==> config.mk <==
export PLATFORM = sky130hd
export DESIGN_NAME = instruction_fetch
export DESIGN_NICKNAME = d
export VERILOG_FILES = /design/src/rtl/instruction_fetch.sv
export SDC_FILE = /design/constraint.sdc
export NUM_CORES = 1
export LEC_CHECK = 0
export ABC_CLOCK_PERIOD_IN_PS = 7580
export CAP_MARGIN = 25
export CORE_MARGIN = 2
export CORE_UTILIZATION = 35
export CTS_CLUSTER_SIZE = 28
export DETAILED_ROUTE_END_ITERATION = 12
export PLACE_DENSITY = 0.67
export REMOVE_ABC_BUFFERS = 1
export SKIP_CTS_REPAIR_TIMING = 1
export SYNTH_ARGS = -nofsm -noshare
export SYNTH_HDL_FRONTEND = slang
export SYNTH_SLANG_ARGS = --single-unit
==> constraint.sdc <==
create_clock -name clk -period 7.58 [get_ports clk]
set_clock_uncertainty 0.1 [all_clocks]
set_input_delay 1.516 -clock clk [delete_from_list [all_inputs] [get_ports clk]]
set_output_delay 1.516 -clock clk [all_outputs]
set_load 0.01 [all_outputs]
==> src/rtl/instruction_fetch.sv <==
// Instruction fetch: fetch PC plus a DEPTH-entry {pc, instr} buffer feeding decode.
// Optional FETCH_STATS_EN adds a popped-instruction counter on port fetch_count.
module instruction_fetch #(
  parameter logic [31:0] RESET_PC = 32'h0000_0000,
  parameter int          DEPTH    = 2
) (
  input  logic        clk,
  input  logic        rst_n,
  output logic [31:0] imem_addr,
  input  logic [31:0] imem_rdata,
  input  logic        redirect_valid,
  input  logic [31:0] redirect_pc,
  output logic        out_valid,
  input  logic        out_ready,
  output logic [31:0] out_instr,
`ifdef FETCH_STATS_EN
  output logic [31:0] fetch_count,
`endif
  output logic [31:0] out_pc
);

  localparam int             PW       = $clog2(DEPTH);
  localparam logic [PW:0]    CNT_FULL = (PW+1)'(DEPTH);

  logic [31:0]             r_fpc;
  logic [PW-1:0]           r_rd_ptr;
  logic [PW-1:0]           r_wr_ptr;
  logic [PW:0]             r_count;
  logic [DEPTH-1:0][31:0]  r_pc_q;
  logic [DEPTH-1:0][31:0]  r_ins_q;

  logic        w_pop;
  logic        w_push;
  logic [31:0] w_tgt;

  assign imem_addr = r_fpc;
  assign out_valid = (r_count != '0);
  assign out_pc    = r_pc_q[r_rd_ptr];
  assign out_instr = r_ins_q[r_rd_ptr];

  // Redirect masks both sides; a pop on a redirect edge is lost with the flush.
  assign w_pop  = out_valid && out_ready && !redirect_valid;
  assign w_push = !redirect_valid && ((r_count != CNT_FULL) || (out_valid && out_ready));
  assign w_tgt  = redirect_pc & ~32'h3;

  always_ff @(posedge clk or negedge rst_n) begin
    if (!rst_n) begin
      r_fpc    <= RESET_PC;
      r_rd_ptr <= '0;
      r_wr_ptr <= '0;
      r_count  <= '0;
    end else if (redirect_valid) begin
      r_fpc    <= w_tgt;
      r_rd_ptr <= '0;
      r_wr_ptr <= '0;
      r_count  <= '0;
    end else begin
      if (w_push) begin
        r_fpc    <= r_fpc + 32'd4;
        r_wr_ptr <= r_wr_ptr + PW'(1);
      end
      if (w_pop)
        r_rd_ptr <= r_rd_ptr + PW'(1);
      case ({w_push, w_pop})
        2'b10:   r_count <= r_count + (PW+1)'(1);
        2'b01:   r_count <= r_count - (PW+1)'(1);
        default: r_count <= r_count;
      endcase
    end
  end

  // Entry storage needs no reset: it is only visible while count says it is valid.
  always_ff @(posedge clk) begin
    if (w_push) begin
      r_pc_q[r_wr_ptr]  <= r_fpc;
      r_ins_q[r_wr_ptr] <= imem_rdata;
    end
  end

`ifdef FETCH_STATS_EN
  logic [31:0] r_fetch_count;

  always_ff @(posedge clk or negedge rst_n) begin
    if (!rst_n)
      r_fetch_count <= '0;
    else if (w_pop)
      r_fetch_count <= r_fetch_count + 32'd1;
  end

  assign fetch_count = r_fetch_count;
`endif

endmodule
==> results of run 1 <==
-- through the flow --
stage          util (%)  setup WS [ns]  std cells  power [mW]
4_1_cts            49.5           3.26        834        2.43
3_5_place_dp       45.8           3.26        802        1.46
2_1_floorplan         -           1.08        412        1.24
5_1_grt            49.5           3.17        834        2.50
6_report           49.5           3.34        834        2.40
3_3_place_gp       45.8           3.31        802        1.45
-- how the worst min path moves through the flow --
| stage | depth (start not counted) | to | slack (ns) | startpoint |
|---|---|---|---|---|
| global route | 0 | r_pc_q[61] | 0.49 | imem_addr[29] |
| detailed placement | 0 | r_pc_q[61] | 0.45 | imem_addr[29] |
| CTS | 0 | r_pc_q[61] | 0.48 | imem_addr[29] |
| floorplan | 2 | r_wr_ptr | 0.42 | r_wr_ptr |
| global placement | 0 | r_pc_q[63] | 0.43 | imem_addr[31] |
| finish | 0 | r_pc_q[61] | 0.48 | imem_addr[29] |
-- synthesized netlist by cell type, drive strengths merged, types with 2 or more instances --
| cell type | number |
|---|---|
| mux2 | 63 |
| o211ai | 4 |
| dfrtp | 34 |
| and3 | 4 |
| nor4b | 5 |
| inv | 3 |
| nand2 | 35 |
| a21oi | 2 |
| a22oi | 2 |
| or4b | 2 |
| nor3 | 4 |
| xor2 | 3 |
| nor2 | 15 |
| o31ai | 6 |
| buf | 14 |
| edfxtp | 124 |
| or3 | 4 |
| nand4 | 13 |
| or4 | 11 |
| xnor2 | 10 |
| nand3 | 17 |
| clkbuf | 13 |
| o21ai | 13 |
| o311ai | 8 |
| nor3b | 3 |
| or2 | 4 |
| nor2b | 3 |
| a31oi | 8 |
-- cells by family (layout without fill, tap and decap cells) --
group / after synthesis / after routing / share of synthesized area, %
AOI/OAI and AO/OA: 44 / 44 / 4.50
muxes: 64 / 64 / 11.0
DFF: 158 / 158 / 70.0
buffers and inverters: 31 / 197 / 2.07
xor gates and xnor gates: 13 / 13 / 1.74
and+or+nand+nor: 124 / 124 / 10.4
other: 1 / 4 / 0.0574
adders and majority gates: 1 / 1 / 0.192
-- power by group through the flow --
stage	logic, mW	registers, mW	clock network [mW]
global placement	0.363	1.08	0
global route	0.390	1.08	1.03
floorplan	0.150	1.09	0
finish	0.363	1.07	0.966
detailed placement	0.367	1.09	0
CTS	0.370	1.07	0.989
-- cell type report --
type | count | area (um2) | area share (%)
Sequential cell | 158 | 4580 | 50.9
Multi-Input combinational cell | 250 | 1840 | 20.5
Timing Repair Buffer | 161 | 1590 | 17.7
Clock buffer | 19 | 433 | 4.82
Tap cell | 229 | 287 | 3.19
Clock inverter | 13 | 238 | 2.65
Inverter | 4 | 15.0 | 0.167
-- per-layer routing --
layer  up-vias  wire length [um]  track usage, %
met5         -                 0               0
met4         0               255            5.26
met3        19               832            4.18
met2       154              7270            25.0
met1      2091              6460            19.2
li1       1988                 -               -
-- critical path, stage by stage (launching register included) --
cell             delay, ns
dfrtp_2               0.65
buf_4                 0.59
mux2_2                0.40
clkdlybuf4s50_1       0.50
-- flip-flops by register name, indices dropped and copies added, names as in the netlist --
register   flops
r_ins_q       64
r_rd_ptr       1
r_count        2
r_wr_ptr       1
imem_addr     30
r_pc_q        60
==> impl_metrics.csv, run 1 <==
group,metric,value,unit
placed_design,dp_hpwl,9.56,mm
yosys,synth-edff-count,124,
drt,wl_per_cell,17.8,um
yosys,yosysTopAreaCellShare,57.0,%
drt,via_count,4252,
critical_path,cp-start-kind,"flop",
timing,post-route-period-util,55.9,%
critical_path,worst-endpoint-required,5.96,ns
placed_design,portBuffers,158,
clock_network,cts-root-buf,"clkbuf_16",
cells_and_area,fin_nets,661,
drt,wl,14.8,mm
pwr,p_int,1.85,mW
pwr,p_sw_share,23.0,%
yosys,synth-seq-cells,158,
grt,antenna_found_initial,0,
drt,drc,0,
timing,maxSlewViolCount,0,
timing,min_period,4.24,ns
placed_design,place_congestion,0.762,
clock_network,clk_latency,0.42,ns
pwr,p_leak,3.08,nW
grt,grt_start_max_net_pins,63,
pwr,comb_power_share,15.1,%
cells_and_area,final_cell_area,8980,um2
critical_path,worstPathMaxFanout,46,
critical_path,crit_type,"flop to primary output",
timing,rsz0062_at_grt,"no",
grt,grt_overflow,0,
pwr,powerDensity,267,nW/um2
timing,final.setup.tns,0,ns
die,start_util,36.0,%
yosys,async_reset_ff_share,21.5,%
clock_network,clock_path_buffers,2,
critical_path,crit_start,"r_rd_ptr",
yosys,synth_seq_area_share,70.0,%
yosys,ys_warn_count,0,
timing,worst_slew_margin_rel,35.1,%
yosys,syn_inst,436,
cells_and_area,nFillCells,1545,
timing,setup_viol,0,
timing,clock.fmax,236,MHz
critical_path,worstPathArrival,2.62,ns
die,core_area,18100,um2
drt,via_per_inst,5.10,
yosys,netlist_area,6530,um2
grt,grt_usage,15.1,%
critical_path,r2r_cells,5,
min_path,min_path_type,"flop to flop",
critical_path,endpoint,"out_pc[10]",
timing,hold_viol,0,
die,rows,49,
cells_and_area,final_cell_mix,"clkdlybuf4s50_1, edfxtp_1, mux2_2",
yosys,ys.flop_type,"edfxtp_1",
timing,worst_slew_pin_slew,0.973,ns
yosys,synth_top_cells_by_area,"edfxtp_1, dfrtp_1, mux2_2",
placed_design,placed_area,8310,um2
grt,grt_pass1_wl,22.9,mm
cells_and_area,synthToLayoutAreaGrowth,37.6,%
clock_network,cts_made_buffers,17,
die,die_width,141,um
die,die-area,19800,um2
clock_network,clock-sinks,158,
critical_path,r2r_setup_slack,4.90,ns
yosys,ys_types,42,
clock_network,htreeDepth,4,
drt,drtIter0Drc,242,
critical_path,worstReg2RegStart,"imem_addr[2]",
cells_and_area,antenna_cells,0,
timing,hold_slack,0.479,ns
pwr,power_switching,0.553,mW
job,maxCapViolCount,0,
outcome,outcome,"finished clean",
die,die_y,141,um
clock_network,cts_tree,"built",
pwr,ir_drop,0.172,mV
clock_network,clk_pin_slew,0.06,ns
critical_path,r2r_end,"imem_addr[28]",
drt,postRouteAntennaNets,0,
critical_path,cp-end-kind,"primary output",
yosys,synth_area_per_cell,15.0,um2
die,io_pins,165,
grt,grt_pass1_vias,4260,
pwr,clkPwrFrac,40.2,%
pwr,seqPwrFrac,44.6,%
cells_and_area,drive_gt1_share,17.9,%
yosys,yosys.area.top_type,"edfxtp_1",
cells_and_area,final_common_cell,"clkdlybuf4s50_1",
drt,drt_pre_antenna_iters,4,
No activity file was read; power rests on OpenSTA's default activity.
==> run 2: changes to the inputs <==
ABC_CLOCK_PERIOD_IN_PS = 3400   (was 7580)
PLACE_DENSITY = 0.7   (was 0.67)
clock period = 3.4 ns   (was 7.58 ns; I/O delays follow)
==> impl_metrics.csv, run 2 (same netlist as run 1, synthesis figures left out) <==
group,metric,value,unit
outcome,outcome,"finished clean",
cells_and_area,drive_gt1_share,17.8,%
grt,grt_usage,15.0,%
cells_and_area,largest_register,"r_ins_q",
clock_network,htreeDepth,4,
drt,drc,0,
placed_design,placed_area,8340,um2
timing,rsz0062_at_grt,"no",
cells_and_area,final_cell_area,8970,um2
drt,wl,14.7,mm
clock_network,clock_path_buffers,2,
critical_path,worstPathMaxFanout,63,
die,die-area,19800,um2
grt,antenna_found_initial,0,
min_path,min_path_type,"input port to async pin",
clock_network,clock-sinks,158,
cells_and_area,largest_reg_flops,64,
drt,wl_per_cell,17.6,um
critical_path,r2r_end,"imem_addr[28]",
critical_path,worstReg2RegStart,"imem_addr[2]",
critical_path,worst-path-buf-inv,2,
timing,setup_viol,0,
drt,postRouteAntennaNets,0,
drt,via_count,4293,
placed_design,portBuffers,158,
critical_path,crit_family,"buffers and inverters",
cells_and_area,fin_cells,835,
drt,drt_pre_antenna_iters,5,
critical_path,worstPathArrival,2.04,ns
die,die_width,141,um
timing,hold_slack,0.240,ns
cells_and_area,synthToLayoutAreaGrowth,37.3,%
die,core_area,18100,um2
die,io_pins,165,
pwr,powerDensity,583,nW/um2
critical_path,cp-start-kind,"flop",
placed_design,place_congestion,0.791,
timing,min_period,2.82,ns
placed_design,dp.cells,804,
job,maxCapViolCount,0,
grt,grt_overflow,0,
pwr,power,5.23,mW
cells_and_area,final_cell_mix,"clkdlybuf4s50_1, edfxtp_1, mux2_2",
grt,grt_pass1_wl,22.9,mm
timing,worst_slew_pin_slew,0.939,ns
cells_and_area,final_util,49.4,%
timing,worst_slew_margin_rel,37.4,%
drt,via_per_inst,5.14,
critical_path,crit_type,"flop to primary output",
timing,clock.fmax,355,MHz
timing,post-route-period-util,82.8,%
cells_and_area,final_common_cell,"clkdlybuf4s50_1",
critical_path,r2r_cells,5,
pwr,p_leak,3.07,nW
grt,grt_start_max_net_pins,64,
clock_network,cts_made_buffers,17,
placed_design,dp_hpwl,9.63,mm
die,rows,49,
pwr,ir_drop,0.359,mV
die,die_y,141,um
clock_network,clk_latency,0.42,ns
critical_path,r2r_setup_slack,0.74,ns
clock_network,clk_pin_slew,0.06,ns
clock_network,cts_tree,"built",
critical_path,critPathSlowestCell,"clkdlybuf4s50_1",
timing,maxSlewViolCount,0,
cells_and_area,fin_nets,663,
clock_network,cts-root-buf,"clkbuf_16",
critical_path,worst-endpoint-required,2.62,ns
timing,hold_viol,0,
drt,drtIter0Drc,289,
cells_and_area,antenna_cells,0,
critical_path,cp-end-kind,"primary output",
critical_path,crit_path_cell_trace,"buf_12, mux2_2, clkdlybuf4s50_1",
critical_path,max_stage_delay,0.52,ns
grt,grt_pass1_vias,4259,
die,start_util,36.0,%
[run 2: cell count changes in the layout (fill, tap and decap cells not counted), sizes merged]
| cell | previous run | this run |
|---|---|---|
| bufinv | 6 | 5 |
| clkbuf | 19 | 20 |
| clkinv | 3 | 4 |
| inv | 6 | 3 |
| buf | 5 | 7 |
| clkinvlp | 2 | 3 |
[run 2: worst reg2reg max path: stages, from the launching register on]
cell,delay [ns]
dfrtp_1,0.49
ha_1,0.27
nand4_1,0.14
or4_1,0.81
or4b_1,0.60
a31oi_1,0.17
[run 2: report_power, final]
part / leakage [nW] / switching (mW) / internal (mW)
clock: 0.296 / 0.723 / 1.30
combinational: 1.21 / 0.355 / 0.469
sequential: 1.56 / 0.112 / 2.27
[run 2: worst max-delay path by stage]
stage / from / depth (start not counted) / slack [ns] / end
3_3_place_gp: out_ready / 5 / 0.28 / imem_addr[28]
6_report: r_rd_ptr / 3 / 0.58 / out_pc[18]
4_1_cts: r_rd_ptr / 3 / 0.55 / out_pc[18]
5_1_grt: out_ready / 5 / 0.50 / imem_addr[22]
3_5_place_dp: out_ready / 5 / 0.22 / imem_addr[22]
2_1_floorplan: redirect_valid / 1 / -2.27 / r_ins_q[0]
[run 2: metal layers]
| layer | routed length (um) | up-vias | GRT usage [%] |
|---|---|---|---|
| li1 | - | 1989 | - |
| met1 | 6320 | 2117 | 19.1 |
| met2 | 7320 | 165 | 24.6 |
| met3 | 777 | 22 | 3.94 |
| met4 | 252 | 0 | 5.84 |
| met5 | 0 | - | 0 |
[run 2: through the flow]
step	setup TNS (ns)	setup WS (ns)
floorplan	-140.54	-2.27
global placement	0	0.284
detailed placement	0	0.217
CTS	0	0.546
global route	0	0.496
finish	0	0.583
[run 2: layout make-up]
type                       instances  area [um2]
fill                            1582        9180
sequential                       158        4580
clock inverter                    11         191
timing repair buffer             163        1620
multi-input combinational        250        1840
tap                              229         287
inverter                           4        15.0
clock buffer                      20         437
